## src/rtl/fluxo_dados_rodadas.sv

```systemverilog
// fluxo_dados_rodadas: parametrised datapath for the memory-sequence game
module fluxo_dados_rodadas #(
   parameter int NB              = 4,
   parameter int AW              = 4,
   parameter int TIMEOUT_FACIL   = 5000,
   parameter int TIMEOUT_DIFICIL = 3000,
   parameter int LIMITE_FACIL    = 7,
   parameter int LIMITE_DIFICIL  = 15
) (
   input  logic          clock,
   input  logic          reset,
   input  logic          zeraE,
   input  logic          contaE,
   input  logic          zeraR,
   input  logic          contaR,
   input  logic          zeraT,
   input  logic          ativaT,
   input  logic          registraN,
   input  logic          nivel,
   input  logic          zeraJ,
   input  logic          registraJ,
   input  logic          escreveM,
   input  logic          zeraL,
   input  logic          registraL,
   input  logic [NB-1:0] botoes,
   output logic [NB-1:0] jogada,
   output logic [NB-1:0] leds,
   output logic          igual,
   output logic          tem_jogada,
   output logic          fimE,
   output logic          fimR,
   output logic          timeout,
   output logic          nivel_q,
   output logic [AW-1:0] db_endereco,
   output logic [AW-1:0] db_rodada
);

   localparam int TMAX = (TIMEOUT_FACIL > TIMEOUT_DIFICIL) ? TIMEOUT_FACIL : TIMEOUT_DIFICIL;
   localparam int TW   = $clog2(TMAX);
   localparam int PROF = 2 ** AW;
   localparam logic [TW-1:0] FIM_T_FACIL   = TW'(TIMEOUT_FACIL - 1);
   localparam logic [TW-1:0] FIM_T_DIFICIL = TW'(TIMEOUT_DIFICIL - 1);
   localparam logic [AW-1:0] LIM_FACIL     = AW'(LIMITE_FACIL);
   localparam logic [AW-1:0] LIM_DIFICIL   = AW'(LIMITE_DIFICIL);
   localparam logic [AW-1:0] R_MAX         = '1;

   if (NB < 1) begin : g_err_nb
      $error("fluxo_dados_rodadas: NB must be at least 1");
   end
   if (AW < 1 || AW > 16) begin : g_err_aw
      $error("fluxo_dados_rodadas: AW must be in 1..16");
   end
   if (TIMEOUT_FACIL < 2 || TIMEOUT_DIFICIL < 2) begin : g_err_timeout
      $error("fluxo_dados_rodadas: timeout periods must be at least 2 clocks");
   end
   if (LIMITE_FACIL < 0 || LIMITE_FACIL > PROF - 1) begin : g_err_lim_f
      $error("fluxo_dados_rodadas: LIMITE_FACIL out of range");
   end
   if (LIMITE_DIFICIL < 0 || LIMITE_DIFICIL > PROF - 1) begin : g_err_lim_d
      $error("fluxo_dados_rodadas: LIMITE_DIFICIL out of range");
   end

   logic [AW-1:0] e_cnt;
   logic [AW-1:0] r_cnt;
   logic [TW-1:0] t_cnt;
   logic          prev;
   logic [NB-1:0] mem [PROF];
   logic [NB-1:0] mem_e;

   // play-index counter, wraps at the top of the memory
   always_ff @(posedge clock or negedge reset)
      if (!reset) e_cnt <= '0;
      else if (zeraE) e_cnt <= '0;
      else if (contaE) e_cnt <= e_cnt + 1'b1;

   // round counter, saturates so it never wraps back to round 0
   always_ff @(posedge clock or negedge reset)
      if (!reset) r_cnt <= '0;
      else if (zeraR) r_cnt <= '0;
      else if (contaR && r_cnt != R_MAX) r_cnt <= r_cnt + 1'b1;

   // timer: >= makes a level change past the new period still fire on the next active edge
   always_ff @(posedge clock or negedge reset)
      if (!reset) begin
         t_cnt   <= '0;
         timeout <= 1'b0;
      end else if (zeraT) begin
         t_cnt   <= '0;
         timeout <= 1'b0;
      end else if (ativaT) begin
         if (t_cnt >= (nivel_q ? FIM_T_DIFICIL : FIM_T_FACIL)) timeout <= 1'b1;
         else t_cnt <= t_cnt + 1'b1;
      end

   // level register
   always_ff @(posedge clock or negedge reset)
      if (!reset) nivel_q <= 1'b0;
      else if (registraN) nivel_q <= nivel;

   // play register
   always_ff @(posedge clock or negedge reset)
      if (!reset) jogada <= '0;
      else if (zeraJ) jogada <= '0;
      else if (registraJ) jogada <= botoes;

   // LED register, loaded from the pre-write memory contents
   always_ff @(posedge clock or negedge reset)
      if (!reset) leds <= '0;
      else if (zeraL) leds <= '0;
      else if (registraL) leds <= mem_e;

   // sequence memory, cleared entirely by reset
   always_ff @(posedge clock or negedge reset)
      if (!reset) begin
         for (int i = 0; i < PROF; i++) mem[i] <= '0;
      end else if (escreveM) mem[e_cnt] <= jogada;

   // any-button history for rising-edge detection
   always_ff @(posedge clock or negedge reset)
      if (!reset) prev <= 1'b0;
      else prev <= |botoes;

   // combinational status derived from the registered state
   always_comb begin
      mem_e       = mem[e_cnt];
      igual       = (jogada == mem_e) && (|jogada);
      tem_jogada  = (|botoes) && !prev;
      fimE        = e_cnt == r_cnt;
      fimR        = r_cnt == (nivel_q ? LIM_DIFICIL : LIM_FACIL);
      db_endereco = e_cnt;
      db_rodada   = r_cnt;
   end

endmodule

```

## config.mk

```make
export PLATFORM = sky130hd
export DESIGN_NAME = fluxo_dados_rodadas
export DESIGN_NICKNAME = d
export VERILOG_FILES = /design/src/rtl/fluxo_dados_rodadas.sv
export SDC_FILE = /design/constraint.sdc
export NUM_CORES = 1
export LEC_CHECK = 0
export ABC_AREA = 1
export BUFFER_PORTS_ARGS = -buffer_cell sky130_fd_sc_hd__buf_4
export CORE_ASPECT_RATIO = 1.75
export CORE_MARGIN = 4
export CORE_UTILIZATION = 27
export CTS_BUF_LIST = sky130_fd_sc_hd__clkbuf_8
export CTS_CLUSTER_DIAMETER = 60
export DETAILED_ROUTE_END_ITERATION = 10
export GPL_TIMING_DRIVEN = 0
export PLACE_DENSITY = 0.44
export SYNTH_ARGS = -nofsm -noshare
export SYNTH_HDL_FRONTEND = slang
export SYNTH_SLANG_ARGS = --single-unit
```

## constraint.sdc

```tcl
create_clock -name clock -period 2.3 [get_ports clock]
set_input_delay 0.115 -clock clock [delete_from_list [all_inputs] [get_ports clock]]
set_output_delay 0.115 -clock clock [all_outputs]
set_load 0.02 [all_outputs]
```

======== Word level (Yosys, flattened, before mapping) ========
Index checks and enable logic that the tools add are counted.
cells by class
  reduce and logical (&&, ||, !) cells .... 15
  $add $sub $neg .......................... 3
  multiplexer cells ....................... 22
  bitwise operators ....................... 1
  magnitude comparators ................... 3
  eq/ne operators ......................... 5
operator list
  cell                                                                           number
  64-bit bitwise mux                                                             1
  13-bit 2-to-1 mux                                                              4
  4-bit 2-to-1 mux                                                               12
  4-bit binary-select mux with 4-bit select                                      1
  4-bit demux with 4-bit select                                                  1
  13-bit by 1-bit adder with 13-bit output (second input constant)               1
  13-bit greater-or-equal comparator                                             1
  4-bit == test                                                                  3
  2-bit nonzero test                                                             6
  4-bit by 1-bit adder with 4-bit output (second input constant)                 2
  4-bit OR reduction                                                             2
  5-bit greater-or-equal comparator (second input constant)                      1
  5-bit by 1-bit less-than comparator with 1-bit output (second input constant)  1
  4-bit inverter with 5-bit output                                               1
  1-bit logical AND                                                              4
  4-bit != test (second input constant)                                          1
  2-bit AND reduction                                                            2
  1-bit 2-to-1 mux                                                               3
  2-bit != test (second input constant)                                          1
  1-bit zero test                                                                1
word-level totals
  logic and storage cells ................. 73
  bits of input ports ..................... 19
  register bits after elaboration ......... 96
  output and inout bits ................... 22

======== Logic depth before layout (Yosys ltp) ========
  depth after elaboration ................. 6
  mapped depth ............................ 14
  gate-level depth less buffers ........... 13

======== Worst setup path before layout ========
OpenSTA, ideal clock, no wires.
  path kind ............................... register -> register
  from .................................... register nivel_q
  to ...................................... register t_cnt[0]
  clock period less this slack ............ 1,830 ps
  setup time .............................. 117 ps
  arrival time ............................ 1,713 ps
  data required time ...................... 2,183 ps
  setup slack ............................. 470 ps
  buffers on the path ..................... 0
  cell stages (with the launch flop) ...... 12
  cell sequence ........................... dfrtp_1 -> inv_1 -> ha_1 -> nand2_1 -> nor3_2 -> o21ai_0 -> nand3_1 -> inv_1 -> nand4_2 -> nand2_2 -> nand2_1 -> nand2_1
between the ends
  longest elaborated chain between the ends .. 4
ends and longest elaborated chain
  what                                RTL line  RTL
  from (decl)                         33        output logic nivel_q,
  from (signal assigned)              98        else if (registraN) nivel_q <= nivel;
  13-bit 2-to-1 mux                   91        if (t_cnt >= (nivel_q ? FIM_T_DIFICIL : FIM_T_FACIL)) timeout <= 1'b1;
  13-bit greater-or-equal comparator  91
  2-bit != test (no line)             --
  2-bit AND reduction (no line)       --
  to (signal assigned)                92        else t_cnt <= t_cnt + 1'b1;
  to (decl)                           65        logic [TW-1:0] t_cnt;
Every way passes these cells.
A chain may end at the register's enable or synchronous reset.

======== Worst setup path in the final report ========
  from .................................... register e_cnt[0] (netlist: db_endereco[0])
  to ...................................... output port igual
between the ends
  longest elaborated chain between the ends .. 6
ends and longest elaborated chain
  what                                                    RTL line  RTL
  from (decl)                                             63        logic [AW-1:0] e_cnt;
  from (signal assigned)                                  74        else if (contaE) e_cnt <= e_cnt + 1'b1;
  4-bit inverter with 5-bit output (not written as such)  125       mem_e = mem[e_cnt];
  4-bit binary-select mux with 4-bit select               125
  4-bit 2-to-1 mux (not written as such) (2 in series)    125
  4-bit == test                                           126       igual = (jogada == mem_e) && (|jogada);
  1-bit logical AND                                       126
  to (decl)                                               28        output logic igual,
Every way passes these cells. The select of a mux whose other input is x is not followed.

==> impl_metrics.yaml <==
floorplan:
  initial_utilization: 0.273
  rows: 66
  io_pins: 41
  fp.coreArea_mm2: 0.0185
  fp.dieH_um: 189
  dieArea_mm2: 0.0211
  fp.dieW_um: 111
place:
  place_congestion: 0.850
  placed_area_mm2: 0.00565
  pre_cts_ws_ns: 0.213
  hpwl_um: 10500
  port_buffers: 40
logic_synthesis:
  syn_avg_cell_area_um2: 7.51
  yosys.cell_count.top_type: "nand2_1"
  synthCells: 673
  ys_warn_count: 0
  ys_seq_elements: 96
  ys_top_cells_by_count: "nand2_1, dfrtp_1, inv_1, o21ai_0, nand3_1"
  synth_top_area_share: 0.475
  synth_top_family_by_area: "simple AND/OR/NAND/NOR gates"
  synth-compound-area-share: 0.106
  synth-xor-area-share: 0.0121
  synthAdderAreaFrac: 0.0248
  synth.area.top_cells: "dfrtp_1, nand2_1, o21ai_0"
  synth_flop_cell: "dfrtp_1"
  yosysSeqAreaShare: 0.475
  synthDistinctLibCells: 35
  synth_edf_count: 0
  yosysTopAreaCell: "dfrtp_1"
  yosys-mux-area-fraction: 0
  yosys.area_share.simple: 0.293
  syn-cell-area_mm2: 0.00505
  syn-num-nets: 702
  async_reset_ff_frac: 1.00
cts:
  cts_buffers: 9
  clock_latency_ns: 0.40
  clock-sinks: 96
  htree_levels: 3
  cts_buffer_depth: 2
  clk_pin_slew_ns: 0.12
  cts_tree: "done"
  cts_root_buffer: "clkbuf_8"
setup_path:
  worst_ep_required_time_ns: 2.18
  r2r_cells: 11
  worst-setup-path-type: "register to output pin"
  startpoint_type: "register"
  crit_path_max_fanout: 8
  worstPathArrival_ns: 2.13
  crit_path_end_kind: "output pin"
power_and_ir_drop:
  swShare: 0.294
  internal-power_uw: 2650
  leakage_uw: 0.00304
  ir_worst_vdd_uv: 251
  clkPwrFrac: 0.336
  power_frac_seq: 0.490
  power_density_mw_per_mm2: 599
  p_sw_uw: 1100
  pwr-share-comb: 0.173
global_routing:
  track_usage: 0.142
  grt_pass1_wl_um: 23600
  grt_max_degree: 97
  grt_pass1_vias: 4464
  overflow: 0
  antenna_found_initial: 0
timing:
  fin_setup_tns_ns: 0
  setup_viol: 0
  hold_ws_ns: 0.0192
  drv_slew: 0
  hold_viol: 0
  timing.fmax_mhz: 445
  relSlewSlack: 0.625
  period_minus_slack_ns: 2.25
  layout_setup_ws_ns: 0.0522
  skew_ns: 0.0279
  rsz0062_at_grt: "true"
  worst_slew_pin_slew_ns: 0.560
  period_share: 0.977
hold_path:
  hp-class: "input pin to register"
  worstHoldPathCells: 4
layout:
  fin_util: 0.339
  diodes: 0
  fin_nets: 777
  area_growth_pct: 24.1
  final_area_mm2: 0.00627
  drive_gt1_frac: 0.147
route:
  wirelength_um: 14600
  first_pass_iters: 5
  ant_nets: 0
  vias_per_cell: 4.55
  drt-wirelength-per-cell_um: 14.7
  vias: 4506
  drc: 0
  drt_iter0_markers: 236
job:
  drv_cap: 0
outcome:
  status: "finished, final reports clean"
==> power by group through the flow <==
stage / combinational (µW) / clock (µW) / sequential [µW]
global route: 735 / 1370 / 1850
detailed placement: 564 / 0 / 1870
CTS: 628 / 1300 / 1840
global placement: 559 / 0 / 1870
floorplan: 322 / 0 / 1880
finish: 652 / 1260 / 1840
==> worst paths after layout <==
kind                           startpoint  endpoint  slack, ns
hold / removal                      zeraT  t_cnt[2]       0.02
setup / recovery           db_endereco[0]     igual       0.05
hold reg to reg                   mem[26]   mem[26]       0.49
min in group asynchronous           reset   mem[13]       0.08
setup reg to reg                  nivel_q  t_cnt[8]       0.23
max in group asynchronous           reset   mem[19]       1.53
==> what timing repair did <==
action	4_1_cts	5_1_grt
setup endpoints to repair	1	1
hold buffers	11	1
cloned	1	1
pin swaps	9	10
resized for setup	25	17
hold endpoints to repair	14	96
setup buffers	8	1
==> cell type report <==
cell class	count	area, µm²
Clock inverter	7	96.3
Sequential cell	96	2400
Multi-Input combinational cell	477	2280
Clock buffer	9	124
Tap cell	238	298
Fill cell	1985	12200
Inverter	83	329
Timing Repair Buffer	64	572
Buffer	17	163
==> kinds of logic (layout without fill, tap and decap cells) <==
logic type / Yosys count / in the layout
AO/OA/AOI/OAI: 102 / 102
XOR/XNOR: 7 / 7
adder cells (fa/ha/maj): 10 / 10
buffers and inverters: 100 / 180
flip-flops: 96 / 96
AND/OR/NAND/NOR: 358 / 358
==> layer usage <==
metal,global-route usage,vias to the layer above,routed length (µm)
li1,-,2283,-
met1,0.154,2100,5630
met2,0.268,91,7950
met3,0.0217,32,432
met4,0.0670,0,585
met5,0,-,0
==> registers in the layout, indices dropped and copies added (netlist names) <==
signal and cells:
prev 1, db_endereco 4, timeout 1, leds 4
jogada 4, nivel_q 1, db_rodada 4, mem 64
t_cnt 13
==> critical path, cell delays in order, from the launching register on <==
cell	delay (ns)
dfrtp_1	0.41
buf_6	0.17
clkinv_8	0.10
buf_8	0.15
nand2_4	0.06
nand2_4	0.05
nand2_2	0.05
nand2_1	0.05
nand2_1	0.07
nand2_2	0.10
nor2_4	0.12
nand2_1	0.05
nand2_1	0.06
nand3_1	0.07
nor2_1	0.10
buf_4	0.15
==> placed cells by master, fill, tap and decap left out, types with 5 or more instances in the layout <==
master         count
ha_1              10
clkbuf_1           6
buf_6              7
o21ai_0           77
buf_4             49
clkbuf_8           9
o21ai_1            5
a21oi_1            9
nand3_1           50
nor3_1             6
nor2_1            30
nand2_1          235
inv_1             81
nor2_2             5
dlygate4sd3_1     12
nand2_2           11
dfrtp_1           95
xor2_1             6
==> per-stage QoR <==
stage / total power, µW / std cells
2_1_floorplan: 2200 / 673
3_3_place_gp: 2430 / 951
3_5_place_dp: 2440 / 951
4_1_cts: 3770 / 987
5_1_grt: 3950 / 991
6_report: 3760 / 991
No activity file was read; power rests on OpenSTA's default activity.
